$ cat src/rtl/multi_blinker_pkg.sv
// Shared encodings for the multi-channel blinker: channel modes and the
// per-channel burst state machine states.
package multi_blinker_pkg;

  // Channel output modes as written through the configuration port.
  localparam logic [1:0] MODE_OFF   = 2'd0;
  localparam logic [1:0] MODE_ON    = 2'd1;
  localparam logic [1:0] MODE_BLINK = 2'd2;
  localparam logic [1:0] MODE_BURST = 2'd3;

  // Burst sequencing: IDLE when not bursting, RUN while counting blinks,
  // DONE once the requested number of periods has elapsed.
  typedef enum logic [1:0] {
    ST_IDLE = 2'd0,
    ST_RUN  = 2'd1,
    ST_DONE = 2'd2
  } burst_st_e;

endpackage

$ cat src/rtl/multi_blinker_channel.sv
// One blink channel: configuration registers, rate tap select, falling-edge
// detect on the tap, burst state machine and the registered output.
module blinker_channel
  import multi_blinker_pkg::*;
#(
  parameter int CNT_W   = 16,
  parameter int BURST_W = 8
) (
  input  logic               clk,
  input  logic               rst_n,
  input  logic               ena,
  input  logic [CNT_W-1:0]   cnt_i,
  input  logic               wr_i,
  input  logic [1:0]         cfg_mode_i,
  input  logic [3:0]         cfg_rate_i,
  input  logic [CNT_W-1:0]   cfg_offset_i,
  input  logic [BURST_W-1:0] cfg_burst_i,
  output logic               blink_o,
  output logic               burst_done_o
);

  logic [1:0]         mode_q;
  logic [3:0]         rate_q;
  logic [CNT_W-1:0]   offset_q;
  logic [BURST_W-1:0] remaining_q;
  burst_st_e          state_q;
  logic               prev_tap_q;
  logic               blink_q;
  logic               done_q;

  logic tap_now;
  logic tap_new;
  logic tap_fall;

  // Tap of (cnt + offset) at bit 'rate'; rates past the top bit clamp to it.
  function automatic logic tap_of(input logic [CNT_W-1:0] cnt,
                                  input logic [CNT_W-1:0] offset,
                                  input logic [3:0]       rate);
    logic [CNT_W-1:0] phase;
    logic [3:0]       rate_eff;
    phase    = cnt + offset;
    rate_eff = (32'(rate) >= CNT_W) ? 4'(CNT_W - 1) : rate;
    return |(phase & (CNT_W'(1) << rate_eff));
  endfunction

  // Tap under the stored config, and under the config being written now so a
  // write can preload the edge detector and the output in the same cycle.
  assign tap_now  = tap_of(cnt_i, offset_q, rate_q);
  assign tap_new  = tap_of(cnt_i, cfg_offset_i, cfg_rate_i);
  assign tap_fall = prev_tap_q & ~tap_now;

  // Config load, edge tracking, burst sequencing and output register.
  // NOTE: the config fields are plain flops rather than a memory, so all of
  // them take the async reset; sequential state uses <= only, so every
  // branch below sees the pre-edge values of its neighbours.
  always_ff @(posedge clk or negedge rst_n) begin
    if (!rst_n) begin
      mode_q      <= MODE_OFF;
      rate_q      <= '0;
      offset_q    <= '0;
      remaining_q <= '0;
      state_q     <= ST_IDLE;
      prev_tap_q  <= 1'b0;
      blink_q     <= 1'b0;
      done_q      <= 1'b0;
    end else if (wr_i) begin
      // A write overrides any tap edge seen this cycle.
      mode_q      <= cfg_mode_i;
      rate_q      <= cfg_rate_i;
      offset_q    <= cfg_offset_i;
      remaining_q <= cfg_burst_i;
      prev_tap_q  <= tap_new;
      done_q      <= 1'b0;
      unique case (cfg_mode_i)
        MODE_OFF: begin
          state_q <= ST_IDLE;
          blink_q <= 1'b0;
        end
        MODE_ON: begin
          state_q <= ST_IDLE;
          blink_q <= 1'b1;
        end
        MODE_BLINK: begin
          state_q <= ST_IDLE;
          blink_q <= tap_new;
        end
        default: begin
          if (cfg_burst_i != '0) begin
            state_q <= ST_RUN;
            blink_q <= tap_new;
          end else begin
            state_q <= ST_DONE;
            blink_q <= 1'b0;
            done_q  <= 1'b1;
          end
        end
      endcase
    end else if (ena) begin
      prev_tap_q <= tap_now;
      unique case (mode_q)
        MODE_OFF:   blink_q <= 1'b0;
        MODE_ON:    blink_q <= 1'b1;
        MODE_BLINK: blink_q <= tap_now;
        default: begin
          case (state_q)
            ST_RUN: begin
              if (tap_fall && remaining_q == BURST_W'(1)) begin
                remaining_q <= '0;
                state_q     <= ST_DONE;
                blink_q     <= 1'b0;
                done_q      <= 1'b1;
              end else begin
                if (tap_fall) remaining_q <= remaining_q - BURST_W'(1);
                blink_q <= tap_now;
              end
            end
            default: blink_q <= 1'b0;
          endcase
        end
      endcase
    end
  end

  assign blink_o      = blink_q;
  assign burst_done_o = done_q;

endmodule

$ cat src/rtl/multi_blinker.sv
// Multi-channel blinker: one shared free-running counter, a one-cycle
// configuration write port, and CHANNELS independent blink channels.
module multi_blinker
  import multi_blinker_pkg::*;
#(
  parameter int CHANNELS = 4,
  parameter int CNT_W    = 16,
  parameter int BURST_W  = 8,
  localparam int CH_W    = (CHANNELS > 1) ? $clog2(CHANNELS) : 1
) (
  input  logic                clk,
  input  logic                rst_n,
  input  logic                ena,
  input  logic                cfg_we,
  input  logic [CH_W-1:0]     cfg_ch,
  input  logic [1:0]          cfg_mode,
  input  logic [3:0]          cfg_rate,
  input  logic [CNT_W-1:0]    cfg_offset,
  input  logic [BURST_W-1:0]  cfg_burst,
  output logic [CHANNELS-1:0] blink_out,
  output logic [CHANNELS-1:0] burst_done
);

  logic [CNT_W-1:0]    cnt_q;
  logic [CNT_W-1:0]    cnt_d;
  logic [CHANNELS-1:0] wr_sel;

  assign cnt_d = ena ? cnt_q + CNT_W'(1) : cnt_q;

  // Shared phase counter; wraps silently.
  always_ff @(posedge clk or negedge rst_n) begin
    if (!rst_n) cnt_q <= '0;
    else        cnt_q <= cnt_d;
  end

  for (genvar i = 0; i < CHANNELS; i++) begin : g_ch
    // Index values with no matching channel select nothing.
    assign wr_sel[i] = cfg_we & (cfg_ch == CH_W'(i));

    blinker_channel #(
      .CNT_W   (CNT_W),
      .BURST_W (BURST_W)
    ) u_channel (
      .clk          (clk),
      .rst_n        (rst_n),
      .ena          (ena),
      .cnt_i        (cnt_q),
      .wr_i         (wr_sel[i]),
      .cfg_mode_i   (cfg_mode),
      .cfg_rate_i   (cfg_rate),
      .cfg_offset_i (cfg_offset),
      .cfg_burst_i  (cfg_burst),
      .blink_o      (blink_out[i]),
      .burst_done_o (burst_done[i])
    );
  end

endmodule

$ cat config.mk
export PLATFORM = sky130hd
export DESIGN_NAME = multi_blinker
export DESIGN_NICKNAME = d
export VERILOG_FILES = /design/src/rtl/multi_blinker_pkg.sv /design/src/rtl/multi_blinker_channel.sv /design/src/rtl/multi_blinker.sv
export SDC_FILE = /design/constraint.sdc
export NUM_CORES = 1
export LEC_CHECK = 0
export CAP_MARGIN = 25
export CORE_MARGIN = 10
export CORE_UTILIZATION = 50
export DETAILED_ROUTE_END_ITERATION = 8
export PLACE_DENSITY_LB_ADDON = 0.2
export SLEW_MARGIN = 40
export SYNTH_ARGS = -nofsm -noshare
export SYNTH_HDL_FRONTEND = slang
export SYNTH_SLANG_ARGS = --single-unit
export TNS_END_PERCENT = 50
$ cat constraint.sdc
create_clock -name clk -period 7.6 [get_ports clk]
set_input_delay 2.28 -clock clk [delete_from_list [all_inputs] [get_ports clk]]
set_output_delay 2.28 -clock clk [all_outputs]
set_load 0.1 [all_outputs]
==> summary.txt, run 1 <==
Yosys
  • Post-synthesis register bit count: 152
  • Synth Warn #: 0
  • Async SR Flop Fraction: 100%
  • Leading area contributor after synthesis: dfrtp_1
  • Synth top area share: 31.6%
  • Seq/Total Area, Yosys: 31.6%
  • Post-synthesis simple-gate area fraction: 28.0%
  • XOR/XNOR Fraction of Synth Area: 4.08%
  • Synth Area in Compound Gates: 20.5%
  • Top_reg_cell synth: dfrtp_1
  • Syn_nets: 1628
  • Area contributors post-synth: dfrtp_1, nand2_1, ha_1, a21oi_1, nor2_1
  • Post-synthesis mux area share: 2.41%
  • Synthesized area: 12000 µm²
  • Post-Syn Area per Cell: 8.01 µm²
  • Number of distinct library cells after synthesis: 83
  • Largest family of logic cells by synthesized area: simple AND/OR/NAND/NOR gates
  • Post-Syn Instances: 1503
  • Synthesized-area fraction occupied by adder cells: 9.57%
  • Number of synthesized flops with an enable pin: 0

Drt
  • DRT iter0 DRCs: 1136
  • DRC violations left: 0
  • Vias per cell: 6.17
  • Via Count: 11.4k
  • Routed Antenna Nets: 0
  • Wirelength per Cell: 20.3 µm
  • Total Wirelength: 37.3 mm
  • DRT Pass-1 Iters: 5

Cells and area
  • Reg area: 3800 µm²
  • Fin util: 56.3%
  • Final #Nets: 1633
  • Layout area overhead: 10.1%
  • Ant diodes: 0
  • Share of layout cells above drive strength 1: 6.11%
  • Multi-input logic area: 7800 µm²
  • Post-route cell area: 13200 µm²
  • Fillers: 2253

Die
  • Io pins: 44
  • Core area: 23500 µm²
  • Die width: 175 µm
  • Die ar.: 30700 µm²
  • Initial Utilization: 51.1%
  • Vert. Die Dim: 175 µm
  • Row count: 56

Critical path
  • Critical Path RT: 7.90 ns
  • Cell Chain, Critical Path: clkdlybuf4s50_1 > ha_1 > fa_1 > a211oi_1 > o21ai_0 > a41oi_1 > or3_1 > a21boi_0 > a2111oi_0 > nand4_1 > a31oi_1 > a21oi_1
  • Max FO, Critical Path: 5
  • Setup CP Type: input pin to flip-flop
  • RR Startpoint: cnt_q[0]$_DFFE_PN0P_
  • Crit end category: flip-flop
  • Arr. time, crit path: 6.38 ns
  • Crit path from: cfg_offset[0]
  • Worst setup SP type: input pin
  • Crit-path max cell delay: 0.51 ns
  • CP max stage cell: a31oi_1

STA
  • Final min period: 6.08 ns
  • Setup TNS: 0 ns
  • Final setup margin: 1.52 ns
  • Maximum clock rate: 165 MHz
  • Max-slew violations: 0
  • RSZ-0062 raised after global routing: no
  • Slew @ Worst Pin: 0.842 ns
  • Clock skew: 0.0113 ns
  • Final hold slack: 0.486 ns
  • Hold Fails Final Rpt: 0
  • Fin crit share: 80.0%
  • Slew headroom: 43.8%
  • Setup-failing EPs final: 0

GRT
  • GRT overflow: 0
  • First-pass GRT wire length: 59.0 mm
  • Initial antenna violation count: 0
  • Vias in the first global route: 10.5k
  • Pin count of the biggest net entering global routing: 97
  • Tot GR Track Use: 24.1%

Clock network
  • Clock buffer depth: 2
  • CTS Root Cell: clkbuf_16
  • Clock Latency Late Sink: 0.43 ns
  • Post-CTS setup buffer count: 0
  • CTS Sinks: 152
  • CTS Buf Count: 17
  • H-tree depth: 4
  • # hold bufs at CTS: 0
  • CTS clk-pin slew, worst paths: 0.07 ns
  • CTS tree: built
  • Post-CTS Resized: 0

Pwr
  • Leakage: 5.95 nW
  • Power Density: 270 nW/µm²
  • VDD IR max: 0.203 mV

Placement
  • Placed cell areas: 12600 µm²
  • Pre-CTS setup slack: 1.08 ns
  • Final HPWL DP: 26.9 mm
  • Port Buf Inserts: 43
  • Gp weighted congestion: 0.923

Worst hold path
  • Hold Path Origin: g_ch[2].u_channel.offset_q[12]$_DFFE_PN0P_
  • Hold Path Class: flip-flop to flip-flop

Run
  • MaxCap Viol Count: 0

Outcome
  • Status: completed
routing by layer:
layer  up-vias  GRT usage, %  wire (µm)
met5         -             0          0
met4         0          9.01       1120
met3        65          4.46       2130
met2       368          37.1      16900
met1      5447          32.9      17200
li1       5479             -          -
cell usage after synthesis, types with 7 or more instances:
library cell / count
nand2_1: 345
dfrtp_1: 152
nor2_1: 90
ha_1: 84
a21oi_1: 77
nand3_1: 58
o21ai_0: 57
clkbuf_1: 53
inv_1: 44
xnor2_1: 37
nor3_1: 33
a31oi_1: 29
a21o_1: 28
nand4_1: 28
or3_1: 25
nand2b_1: 23
mux2i_1: 20
xor2_1: 19
nor4_1: 16
o211ai_1: 14
o31ai_1: 14
or4_1: 14
and3_1: 13
o21a_1: 11
a211oi_1: 10
nor2b_1: 10
a2111oi_0: 9
nor3b_1: 9
o21bai_1: 9
or2_2: 9
buf_4: 8
a31o_2: 7
worst max-delay path, delay by kind of cell:
kind,cells,cell delay [ns]
AO/OA/AOI/OAI,7,2.28
adder cells (fa/ha/maj),2,0.71
buffers and inverters,1,0.50
AND/OR/NAND/NOR,2,0.61
layout make-up:
cell class / instances / area share, %
Timing Repair Buffer: 55 / 3.78
Multi-Input combinational cell: 1238 / 58.9
Clock buffer: 18 / 3.32
Sequential cell: 152 / 28.7
Tap cell: 319 / 3.01
Inverter: 44 / 1.25
Clock inverter: 14 / 1.04
worst paths after layout:
path                                                                 to  slack [ns]  depth (start not counted)
setup / recovery                  g_ch[2].u_channel.blink_o$_DFFE_PN0P_        1.52                         12
hold / removal               g_ch[2].u_channel.offset_q[12]$_DFFE_PN0P_        0.49                          2
setup reg to reg           g_ch[2].u_channel.remaining_q[7]$_DFFE_PN0P_        2.82                         11
hold reg to reg              g_ch[2].u_channel.offset_q[12]$_DFFE_PN0P_        0.49                          2
max in group asynchronous  g_ch[3].u_channel.remaining_q[0]$_DFFE_PN0P_        4.45                          2
min in group asynchronous     g_ch[3].u_channel.offset_q[2]$_DFFE_PN0P_        1.86                          1
logic make-up (layout without fill, tap and decap cells):
group | Yosys count | count (layout)
buffers and inverters | 113 | 131
XOR/XNOR | 56 | 56
adder cells (fa/ha/maj) | 89 | 89
AO/OA/AOI/OAI | 360 | 360
flip-flops | 152 | 152
multiplexers | 25 | 25
AND/OR/NAND/NOR | 708 | 708
state kept, by name (all words and copies together) (netlist names):
register,count
g_ch.u_channel.remaining_q,32
g_ch.u_channel.burst_done_o,2
cnt_q,16
g_ch.u_channel.mode_q,8
g_ch.u_channel.prev_tap_q,4
g_ch.u_channel.blink_o,4
g_ch.u_channel.offset_q,64
g_ch.u_channel.rate_q,16
g_ch.u_channel.state_q,6
placed cells by master, fill, tap and decap left out, types with 15 or more instances in the layout:
| master | netlist | routed |
|---|---|---|
| o21ai_0 | 57 | 57 |
| nor4_1 | 16 | 15 |
| inv_1 | 44 | 44 |
| nor2_1 | 90 | 88 |
| dfrtp_1 | 152 | 152 |
| clkdlybuf4s50_1 | 0 | 33 |
| a21oi_1 | 77 | 77 |
| ha_1 | 84 | 84 |
| nand2b_1 | 23 | 23 |
| nand3_1 | 58 | 58 |
| nand4_1 | 28 | 28 |
| xor2_1 | 19 | 19 |
| or3_1 | 25 | 25 |
| clkbuf_16 | 0 | 17 |
| xnor2_1 | 37 | 37 |
| mux2i_1 | 20 | 20 |
| nor3_1 | 33 | 32 |
| nand2_1 | 345 | 345 |
| a21o_1 | 28 | 28 |
| a31oi_1 | 29 | 29 |
where the power goes:
| part | switching [mW] | total (mW) | internal [mW] |
|---|---|---|---|
| clock | 0.377 | 0.846 | 0.468 |
| sequential | 0.208 | 1.16 | 0.948 |
| combinational | 0.954 | 1.58 | 0.625 |
| total | 1.54 | 3.58 | 2.04 |
per-stage QoR:
stage               total power [mW]  instances
finish                          3.58       1840
global route                    3.82       1840
CTS                             3.56       1839
detailed placement              2.71       1807
global placement                2.69       1807
floorplan                       2.30       1503
Power figures use the tool's default switching activity.
==> run 2, diff against run 1 <==
Clock period 7.6 ns to 6.18 ns, I/O delays scaled along.
==> run 2 against run 1 <==
Combinational power up 22%. Routed wire length down 1.4%. Critical path depth unchanged. Sequential share of layout area about the same. Critical path type unchanged. Critical endpoint unchanged. Highest routed layer unchanged.
==> summary.txt, run 2 (synthesized netlist as in run 1, its figures left out) <==
Cells and area
  • Regs by FF count: g_ch.u_channel.offset_q: 64 flops, g_ch.u_channel.remaining_q: 32 flops
  • Top reg by flops: g_ch.u_channel.offset_q
  • Final cell count without fillers: 1840
  • Fin util: 56.2%
  • Share of layout cells above drive strength 1: 6.11%
  • Most frequent cells in the layout: nand2_1, dfrtp_1, nor2_1
  • Final #Nets: 1635
  • Post-route cell area: 13200 µm²
  • Ant diodes: 0
  • Layout area overhead: 10.0%
  • Most common cell after layout, fill and taps aside: nand2_1
  • Fillers: 2233
  • Max reg flops: 64

Placement
  • Port Buf Inserts: 43
  • Final HPWL DP: 26.8 mm
  • Pre-CTS setup slack: 0.141 ns
  • Placed cell areas: 12700 µm²
  • Placed Cells incl. Taps: 1809
  • Gp weighted congestion: 0.924

Drt
  • Wirelength per Cell: 20.0 µm
  • Vias per cell: 6.18
  • DRT Pass-1 Iters: 5
  • Routed Antenna Nets: 0
  • Total Wirelength: 36.8 mm
  • Via Count: 11.4k
  • DRT iter0 DRCs: 970
  • DRC violations left: 0

Clock network
  • Clock Latency Late Sink: 0.43 ns
  • CTS Buf Count: 17
  • CTS Sinks: 152
  • H-tree depth: 4
  • Post-CTS setup buffer count: 0
  • Post-CTS Resized: 0
  • Clock buffer depth: 2
  • CTS clk-pin slew, worst paths: 0.06 ns
  • CTS Root Cell: clkbuf_16
  • # hold bufs at CTS: 0
  • CTS tree: built

GRT
  • Vias in the first global route: 10.5k
  • GRT overflow: 0
  • Met1 usage: 32.1%
  • Initial antenna violation count: 0
  • Pin count of the biggest net entering global routing: 82
  • Met3 track demand over resource: 4.61%
  • Met2 global-route usage: 37.2%
  • Top Usage Layer GRT: met2
  • Tot GR Track Use: 23.8%
  • First-pass GRT wire length: 58.7 mm

Critical path
  • Worst setup SP type: input pin
  • Cells on worst reg2reg path: 11
  • Max FO, Critical Path: 5
  • Critical Path RT: 6.47 ns
  • Setup CP Type: input pin to flip-flop
  • Arr. time, crit path: 5.93 ns
  • Crit end category: flip-flop

STA
  • Slew headroom: 44.6%
  • Final setup margin: 0.540 ns
  • Setup-failing EPs final: 0
  • Clock skew: 0.0129 ns
  • Fin crit share: 91.3%
  • Max-slew violations: 0
  • Slew @ Worst Pin: 0.829 ns
  • Final min period: 5.64 ns
  • Setup TNS: 0 ns
  • Hold Fails Final Rpt: 0
  • Final hold slack: 0.483 ns
  • RSZ-0062 raised after global routing: no
  • Maximum clock rate: 177 MHz

Pwr
  • Combinational cell fraction of total power: 44.1%
  • Power Density: 329 nW/µm²
  • Switching Power: 1.84 mW
  • Overall Power: 4.35 mW
  • Clock power frac: 23.0%
  • Leakage: 5.95 nW
  • Sequential share of power: 32.9%
  • Power Internal: 2.51 mW
  • Sw frac: 42.4%
  • VDD IR max: 0.243 mV

Run
  • MaxCap Viol Count: 0

Die
  • Die width: 175 µm
  • Initial Utilization: 51.1%
  • Die ar.: 30700 µm²
  • Vert. Die Dim: 175 µm
  • Io pins: 44
  • Core area: 23500 µm²
  • Row count: 56

Worst hold path
  • Hold Path Class: flip-flop to flip-flop
  • Worst Hold Depth: 2

Outcome
  • Status: completed
run 2: cell count changes in the layout (fill, tap and decap cells not counted), sizes merged:
cell	previous run	this run
inv	51	47
clkbuf	18	21
buf	22	23
run 2: per-layer routing:
layer  share of wire, %  vias up
met5                  0        -
met4                3.4        0
met3                6.4       63
met2                 45      355
met1                 45     5441
li1                   -     5503
run 2: cell type report:
cell class	count	area, µm²	area share, %
multi-input combinational	1238	7800	58.9
sequential	152	3800	28.7
timing repair buffer	57	519	3.92
clock buffer	20	457	3.45
tap	319	399	3.02
inverter	44	165	1.25
clock inverter	10	93.8	0.709
run 2: worst paths after layout:
path,from,to,slack (ns)
worst min register to register,g_ch[2].u_channel.offset_q[12]$_DFFE_PN0P_,g_ch[2].u_channel.offset_q[12]$_DFFE_PN0P_,0.48
worst min-delay path,g_ch[2].u_channel.offset_q[12]$_DFFE_PN0P_,g_ch[2].u_channel.offset_q[12]$_DFFE_PN0P_,0.48
max in group asynchronous,rst_n,g_ch[0].u_channel.offset_q[13]$_DFFE_PN0P_,3.77
min in group asynchronous,rst_n,g_ch[3].u_channel.offset_q[3]$_DFFE_PN0P_,1.27
worst max-delay path,cfg_offset[0],g_ch[2].u_channel.blink_o$_DFFE_PN0P_,0.54
worst max register to register,cnt_q[0]$_DFFE_PN0P_,g_ch[2].u_channel.remaining_q[7]$_DFFE_PN0P_,1.66
run 2: critical path: stages:
cell and delay [ns]:
clkdlybuf4s50_1 0.50, ha_1 0.29, fa_1 0.42, a211oi_1 0.38
o21ai_0 0.29, a41oi_1 0.42, or3_1 0.16, a21boi_0 0.08
a2111oi_0 0.43, nand4_1 0.47, a31oi_1 0.50, a21oi_1 0.13
run 2: power groups by stage:
stage / sequential [mW] / clock, mW / combinational (mW)
6_report: 1.43 / 0.999 / 1.92
5_1_grt: 1.45 / 1.06 / 2.13
4_1_cts: 1.42 / 1.01 / 1.89
3_5_place_dp: 1.44 / 0 / 1.88
3_3_place_gp: 1.44 / 0 / 1.87
2_1_floorplan: 1.32 / 0 / 1.50
